===== src/rtl/uart_packet_parser.sv =====
// Packet framing stage behind the UART receiver: PREFIX, address, length, payload, CRC.
// Routes payload bytes to one of N_SRC channels and flags bad address, bad CRC and stalls.
module uart_packet_parser #(
  parameter int unsigned N_SRC          = 8,
  parameter logic [7:0]  ADDR_BASE      = 8'h10,
  parameter logic [7:0]  PREFIX         = 8'hDD,
  parameter bit          CHECK_CRC      = 1'b0,
  parameter int unsigned TIMEOUT_CYCLES = 20000
) (
  input  logic             clk,
  input  logic             n_rst,
  input  logic [7:0]       rx_data,
  input  logic             rx_valid,
  output logic [7:0]       master_data,
  output logic [N_SRC-1:0] valid_bus,
  output logic             pkt_done,
  output logic             crc_err,
  output logic             addr_err,
  output logic             timeout_err,
  output logic             busy
);

  localparam int unsigned CW = (TIMEOUT_CYCLES < 1) ? 1 : $clog2(TIMEOUT_CYCLES + 1);
  localparam logic [CW-1:0] TMAX = CW'(TIMEOUT_CYCLES);

  typedef enum logic [2:0] {S_IDLE, S_ADDR, S_LEN, S_DATA, S_CRC} state_t;

  state_t           state_q, state_d;
  logic [CW-1:0]    cnt_q, cnt_d;
  logic [7:0]       chan_q, chan_d;
  logic             drop_q, drop_d;
  logic [7:0]       rem_q, rem_d;
  logic [7:0]       crc_q, crc_d;
  logic [7:0]       master_data_q, master_data_d;
  logic [N_SRC-1:0] valid_bus_q, valid_bus_d;
  logic             pkt_done_q, pkt_done_d;
  logic             crc_err_q, crc_err_d;
  logic             addr_err_q, addr_err_d;
  logic             timeout_err_q, timeout_err_d;
  logic             busy_q, busy_d;
  logic [7:0]       addr_off;

  always_comb begin
    state_d       = state_q;
    chan_d        = chan_q;
    drop_d        = drop_q;
    rem_d         = rem_q;
    crc_d         = crc_q;
    master_data_d = master_data_q;
    valid_bus_d   = '0;
    pkt_done_d    = 1'b0;
    crc_err_d     = 1'b0;
    addr_err_d    = 1'b0;
    timeout_err_d = 1'b0;
    addr_off      = rx_data - ADDR_BASE;

    if (state_q == S_IDLE || rx_valid) begin
      cnt_d = '0;
    end else begin
      cnt_d = (cnt_q == TMAX) ? TMAX : cnt_q + 1'b1;
    end

    if (rx_valid) begin
      unique case (state_q)
        S_IDLE: begin
          if (rx_data == PREFIX) begin
            state_d = S_ADDR;
            crc_d   = '0;
          end
        end
        S_ADDR: begin
          chan_d     = addr_off;
          drop_d     = (32'(addr_off) >= N_SRC);
          addr_err_d = (32'(addr_off) >= N_SRC);
          crc_d      = rx_data;
          state_d    = S_LEN;
        end
        S_LEN: begin
          rem_d   = rx_data;
          crc_d   = crc_q ^ rx_data;
          state_d = (rx_data == 8'd0) ? S_CRC : S_DATA;
        end
        S_DATA: begin
          if (!drop_q) begin
            master_data_d = rx_data;
            for (int unsigned i = 0; i < N_SRC; i++) begin
              valid_bus_d[i] = (32'(chan_q) == i);
            end
          end
          crc_d = crc_q ^ rx_data;
          rem_d = rem_q - 8'd1;
          if (rem_q == 8'd1) state_d = S_CRC;
        end
        S_CRC: begin
          pkt_done_d = 1'b1;
          crc_err_d  = CHECK_CRC && (rx_data != crc_q);
          state_d    = S_IDLE;
        end
        default: state_d = S_IDLE;
      endcase
    end else if (state_q != S_IDLE && cnt_d == TMAX) begin
      // expiry only without a byte this cycle; an arriving byte wins and restarts the count
      state_d       = S_IDLE;
      timeout_err_d = 1'b1;
      cnt_d         = '0;
    end

    busy_d = (state_d != S_IDLE);
  end

  always_ff @(posedge clk or negedge n_rst) begin
    if (!n_rst) begin
      state_q       <= S_IDLE;
      cnt_q         <= '0;
      chan_q        <= '0;
      drop_q        <= 1'b0;
      rem_q         <= '0;
      crc_q         <= '0;
      master_data_q <= '0;
      valid_bus_q   <= '0;
      pkt_done_q    <= 1'b0;
      crc_err_q     <= 1'b0;
      addr_err_q    <= 1'b0;
      timeout_err_q <= 1'b0;
      busy_q        <= 1'b0;
    end else begin
      state_q       <= state_d;
      cnt_q         <= cnt_d;
      chan_q        <= chan_d;
      drop_q        <= drop_d;
      rem_q         <= rem_d;
      crc_q         <= crc_d;
      master_data_q <= master_data_d;
      valid_bus_q   <= valid_bus_d;
      pkt_done_q    <= pkt_done_d;
      crc_err_q     <= crc_err_d;
      addr_err_q    <= addr_err_d;
      timeout_err_q <= timeout_err_d;
      busy_q        <= busy_d;
    end
  end

  assign master_data = master_data_q;
  assign valid_bus   = valid_bus_q;
  assign pkt_done    = pkt_done_q;
  assign crc_err     = crc_err_q;
  assign addr_err    = addr_err_q;
  assign timeout_err = timeout_err_q;
  assign busy        = busy_q;

endmodule

===== config.mk =====
export PLATFORM = sky130hd
export DESIGN_NAME = uart_packet_parser
export DESIGN_NICKNAME = d
export VERILOG_FILES = /design/src/rtl/uart_packet_parser.sv
export SDC_FILE = /design/constraint.sdc
export NUM_CORES = 1
export LEC_CHECK = 0
export ABC_AREA = 1
export BUFFER_PORTS_ARGS = -buffer_cell sky130_fd_sc_hd__buf_2
export CAP_MARGIN = 40
export CORE_MARGIN = 2
export CORE_UTILIZATION = 55
export DETAILED_ROUTE_END_ITERATION = 12
export PLACE_DENSITY_LB_ADDON = 0.25
export SLEW_MARGIN = 20
export SYNTH_ARGS = -nofsm -noshare
export SYNTH_HDL_FRONTEND = slang
export SYNTH_SLANG_ARGS = --single-unit

===== constraint.sdc =====
create_clock -name clk -period 2.5 [get_ports clk]
set_input_delay 0.125 -clock clk [delete_from_list [all_inputs] [get_ports clk]]
set_output_delay 0.125 -clock clk [all_outputs]
set_load 0.02 [all_outputs]

== Word-level counts from Yosys, hierarchy flattened ==
Index checks and enable logic that the tools add are counted.

* Register bits after elaboration: 55
* Input port bits: 11
* Logic and storage cells: 62

* Add/subtract/negate cells: 3
* Magnitude comparators: 1
* Equality and inequality tests: 15
* Muxes and demuxes: 20
* Bitwise logic cells: 1
* Reductions and logical operators: 11

{| class="wikitable"
|+ Operators with widths
! kind !! number
|-
| 15-bit 2-to-1 mux || 4
|-
| 8-bit by 3-bit == test with 1-bit output (second input constant) || 4
|-
| 15-bit == test (second input constant) || 2
|-
| 8-bit 2-to-1 mux || 3
|-
| 8-bit by 1-bit == test with 1-bit output (second input constant) || 2
|-
| 8-bit by 2-bit == test with 1-bit output (second input constant) || 2
|-
| 8-bit zero test || 2
|-
| 8-bit one-hot mux with 2 select lines || 1
|-
| 15-bit by 1-bit adder with 15-bit output (second input constant) || 1
|-
| 3-bit 2-to-1 mux || 5
|-
| 3-bit one-hot mux with 4 select lines || 1
|-
| 8-bit == test (second input constant) || 1
|-
| 8-bit by 4-bit greater-or-equal comparator with 1-bit output (second input constant) || 1
|-
| 8-bit by 1-bit subtractor with 8-bit output (second input constant) || 1
|-
| 8-bit by 5-bit subtractor with 8-bit output (second input constant) || 1
|-
| 3-bit by 2-bit == test with 1-bit output (second input constant) || 2
|-
| 1-bit 2-to-1 mux || 6
|-
| 3-bit nonzero test || 2
|-
| 2-bit AND reduction || 2
|-
| 3-bit by 1-bit == test with 1-bit output (second input constant) || 1
|-
| 3-bit == test (second input constant) || 1
|-
| 3-bit zero test || 1
|-
| 3-bit AND reduction || 1
|-
| 2-bit nonzero test || 1
|-
| 3 further kinds || 3
|}

== Depth between registers and ports, before layout ==
* Depth after elaboration: 8
* Mapped depth: 14

== Least setup slack after synthesis ==
Ideal clock, no wire load.

* Path kind: reg-to-reg
* Start: register cnt_q[0]
* End: register busy_q (netlist: busy)
* Arrival time: 1.627 ns
* Required time: 2.372 ns
* Setup slack: 0.745 ns
* Cell stages (with the launch flop): 11
* Path buffers: 0
* Cell sequence: dfrtp_1 ha_1 nand3_2 inv_2 nand2_1 xor2_1 nand3_1 nor2_2 nand3_2 a21oi_2 nand3_1

* Word-level cells in the longest chain between the ends: 8

{| class="wikitable"
|+ RTL lines
! element !! line !! source
|-
| start, declared || 29 || <nowiki>logic [CW-1:0] cnt_q, cnt_d;</nowiki>
|-
| start signal, assigned || 128 || <nowiki>cnt_q <= cnt_d;</nowiki>
|-
| 15-bit by 1-bit adder with 15-bit output or 15-bit == test (tied branches) || 60 || <nowiki>cnt_d = (cnt_q == TMAX) ? TMAX : cnt_q + 1'b1;</nowiki>
|-
| 15-bit 2-to-1 mux (*) || 60 ||
|-
| 15-bit 2-to-1 mux (*) || 57 || <nowiki>if (state_q == S_IDLE || rx_valid) begin</nowiki>
|-
| 15-bit == test (*) || 101 || <nowiki>end else if (state_q != S_IDLE && cnt_d == TMAX) begin</nowiki>
|-
| 1-bit logical AND (*) || 101 ||
|-
| 3-bit 2-to-1 mux (*) || 101 ||
|-
| 3-bit 2-to-1 mux (*) || 63 || <nowiki>if (rx_valid) begin</nowiki>
|-
| 3-bit nonzero test (*) || 108 || <nowiki>busy_d = (state_d != S_IDLE);</nowiki>
|-
| via busy_d || 40 || <nowiki>logic busy_q, busy_d;</nowiki>
|-
| end signal, assigned || 139 || <nowiki>busy_q <= busy_d;</nowiki>
|-
| end, declared || 40 ||
|}

Mark *: on every way through the listed nets, which the timed path passes. The rest lies on a longest branch.
A chain may end at the register's enable or synchronous reset.

== Worst setup path in the final report ==
Ends and elaborated chain as after synthesis.

==> impl_summary.md <==
STA
After layout, the worst path uses 80.3% of the clock period. Setup violations remaining at the end of the flow were counted as 0. Setup slack closes at 494 ps.

The max-slew violation count is 0. Measured against its own limit, the worst slew margin works out to 61.5%. Summed over all failing endpoints, the final setup total negative slack is 0 ps. The slew at the pin closest to its max-slew limit is 575 ps. Setup repair after global routing left no endpoint under its margin. The total count of hold-check failures in the final report came to 0.

The fmax is 0.498 GHz. The worst clock skew is 10.2 ps. Subtracting the final worst setup slack from the clock period gives 2010 ps.

Synthesis
The share of synthesized flip-flops with an asynchronous set or reset is 100%. The number of flops mapped to enable cells by yosys is 0. A synthesized cell averages 8.08 um2.

The leading area contributor after synthesis is dfrtp_1. By area the synthesized netlist is led by dfrtp_1 47%, nand2_1 9.5%, inv_1 6.1%. nand2_1 is the most common cell in the netlist. Counting distinct cell types in the post-synthesis netlist gives 36. When the netlist entered floorplanning its net count stood at 379.

After synthesis, flip-flops and latches occupy 47.3% of the total area. The total of flip-flops plus latches after synthesis is 55. During synthesis, Yosys emitted a total of 0 warnings. The total standard cell area after synthesis is 2910 um2.

Counting instances in the post-synthesis netlist gives the leading cell types as 74 x nand2_1, 55 x dfrtp_1, 47 x inv_1, 42 x nor2_1, 32 x o21ai_0. The flip-flop cell with the highest count after synthesis is dfrtp_1. The share of the synthesized area in the top cell type is 47.3%. Synthesis produced a netlist whose cell count is 360.

GRT
The overall track demand over capacity in global routing is 22.6%. For this run the aggregate overflow at the end of global routing stands at 0. The first global-routing pass estimated 10500 um of wire. The maximum number of pins on one net before global-route repair is 37. The via count of the first global-routing pass came to 2284.

The initial antenna violation count is 0.

Clock network
The clock passes through at most 2 buffers. The clock transition at the register clock pins on the worst setup and hold paths after CTS is 100 ps. The number of instances resized during post-cts repair is 0. Counting every sink on the clock net gives 55.

The clock tree root driver cell is clkbuf_8. The number of buffers created by CTS is 5. The clock latency on the worst-skew pair is 310 ps.

TritonCTS built the clock tree. The H-tree depth reported by CTS is 2.

Route
The total detailed-routing wirelength is 6090 um. After detailed routing, the number of vias per cell comes to 5.09. Summing over every cut layer, the via total after detailed routing is 2365. After detailed routing, the average wire length per cell comes to 13.1 um. In the routed design, unresolved DRC markers number 0.

The length of the first detailed-routing pass in iterations is 4. The number of nets with antenna violations after detailed routing is 0. For this block, the initial DRC count from the detailed router was 128.

Min path
The startpoint identified for the worst hold timing path is rx_data[4]. The terminating pin of the worst hold path is chan_q[4]. Counting instances, the worst hold path has a depth of 2. The tightest min-delay check is of the in2reg type.

Place
The placement-stage worst setup slack is 529 ps. The count of port buffers added during placement is 30. The routability-driven placement congestion ratio is 0.859. Detailed placement finished with a half-perimeter wire length of 4670 um. The placed instance count is 456.

Worst setup path
Counting both buffers and inverters, the worst setup path holds a total of 1. The type of destination of the critical path is a register. The type of the worst setup path is reg2reg. The worst register-to-register path begins at cnt_q[0]. The required time of the worst setup path is 2700 ps. The gate family responsible for the most delay along the worst path is simple AND/OR/NAND/NOR gates. The signal on the critical path passes through ha_1 -> nand3_2 -> inv_2 -> nand2_1 -> xor2_1 -> nand3_1 -> nor2_2 -> nand3_2 -> a21oi_2 -> nand3_1. The worst-case reg-to-reg path depth is 10.

For the worst setup path, the data arrival time is 2210 ps. The endpoint identified for the worst register-to-register timing path is busy. The category of the worst setup path launch point is a register. The worst setup slack for register-to-register paths is 490 ps.

The slowest stage of the critical path belongs to the cell dfrtp_1. The maximum fanout along the worst path is 5. For this run, the slowest stage of the critical path takes 440 ps.

Final layout
The finished layout holds 465 standard cells, fillers aside. The net count of the finished layout is 413. The synthesis-to-finish area growth is 11.5%. The fraction of final layout cells sized beyond drive strength 1 is 17.0%. The number of antenna diodes in the final layout is 0.

Floorplanning
The die is 76.7 um tall. The placement row count is 26. The initial standard-cell utilization of the core is 57.0%. The number of placed I/O pins is 32. Measured along the x axis, the die boundary spans 76.7 um. The area enclosed by the die boundary is 5890 um2. The core footprint is 5110 um2.

Power
The static leakage power is 0.00165 uW. For this design the ratio of total power to cell area is 879 nW/um2. The worst vdd rail ir drop is 0.000625 V.

Outcome
The run finished with clean final reports.

Run
Across the run, the number of max-cap violations was 0.
==> cell usage in the layout, fill, tap and decap left out, types with 4 or more instances in the layout <==
cell type / n
nand3_1: 22
clkbuf_8: 5
nand2_1: 74
o211ai_1: 4
inv_1: 47
xor2_1: 6
nor2_2: 7
dfrtp_1: 55
buf_2: 30
inv_2: 4
nor2_1: 42
a21oi_1: 9
ha_1: 8
nand4_1: 7
nand3_2: 4
o21ai_0: 32
nor3_1: 10
==> layer usage <==
| metal | up-vias | track usage [%] | wire, um |
|---|---|---|---|
| met4 | 0 | 6.91 | 57 |
| met1 | 1105 | 28.5 | 2800 |
| met5 | - | 0 | 0 |
| li1 | 1221 | - | - |
| met2 | 35 | 39.6 | 3040 |
| met3 | 4 | 4.12 | 195 |
==> metrics by stage <==
stage / power, uW / utilization [%] / instance area [um2] / hold slack, ps
finish: 2850 / 63.5 / 3250 / 54.3
global route: 3070 / 63.5 / 3250 / 85.0
CTS: 2860 / 63.5 / 3250 / 47.4
detailed placement: 2260 / 61.2 / 3120 / 101
global placement: 2240 / 61.2 / 3120 / 103
floorplan: 2000 / - / 2910 / -171
==> cells by family (layout without fill, tap and decap cells) <==
logic type,count (synthesis),in the layout,share of synthesized area (%)
adder cells (fa/ha/maj),8,8,3.44
flip-flops,55,55,47.3
AO/OA/AOI/OAI,51,51,9.89
AND/OR/NAND/NOR,176,176,27.9
XOR/XNOR,7,7,2.11
other,1,1,0.129
buffers and inverters,60,95,8.51
multiplexers,2,2,0.774
==> worst register-to-register path, cell delays in order (launching register included) <==
cell     delay [ps]
dfrtp_1         440
ha_1            230
nand3_2         140
inv_2           130
nand2_1          70
xor2_1          190
nand3_1         130
nor2_2          150
nand3_2         160
a21oi_2         180
nand3_1          80
==> state kept, by name, summed over array words and instances (netlist names) <==
name / cells
addr_err: 1
chan_q: 8
cnt_q: 15
drop_q: 1
master_data: 8
pkt_done: 1
busy: 1
state_q: 3
valid_bus: 8
timeout_err: 1
rem_q: 8
==> area by class of cell <==
cell class                      count  area [um2]
Fill cell                         473        1860
Sequential cell                    55        1380
Multi-Input combinational cell    245        1290
Inverter                           53         201
Timing Repair Buffer               34         183
Tap cell                           70        87.6
Clock buffer                        6        72.6
Clock inverter                      2        38.8
==> where the power goes <==
| part | leakage, uW | total (uW) | internal [uW] | switching, uW |
|---|---|---|---|---|
| Combinational | 0.000877 | 942 | 331 | 611 |
| Sequential | 0.000719 | 1310 | 1130 | 186 |
| Clock | 0.0000558 | 600 | 303 | 297 |
==> worst max-delay path by stage <==
stage                     depth (start not counted)     start  slack (ps)   end
after floorplan                                  10  cnt_q[0]         750  busy
after global placement                           13  cnt_q[0]         600  busy
after detailed placement                         13  cnt_q[0]         530  busy
after CTS                                        10  cnt_q[0]         500  busy
after global routing                             13  cnt_q[0]         260  busy
final                                            10  cnt_q[0]         490  busy
==> timing repair <==
action / in CTS / in global routing
hold buffers: 1 / 0
setup buffers: 0 / 0
hold endpoints to repair: 19 / 0
Power figures use the tool's default switching activity.
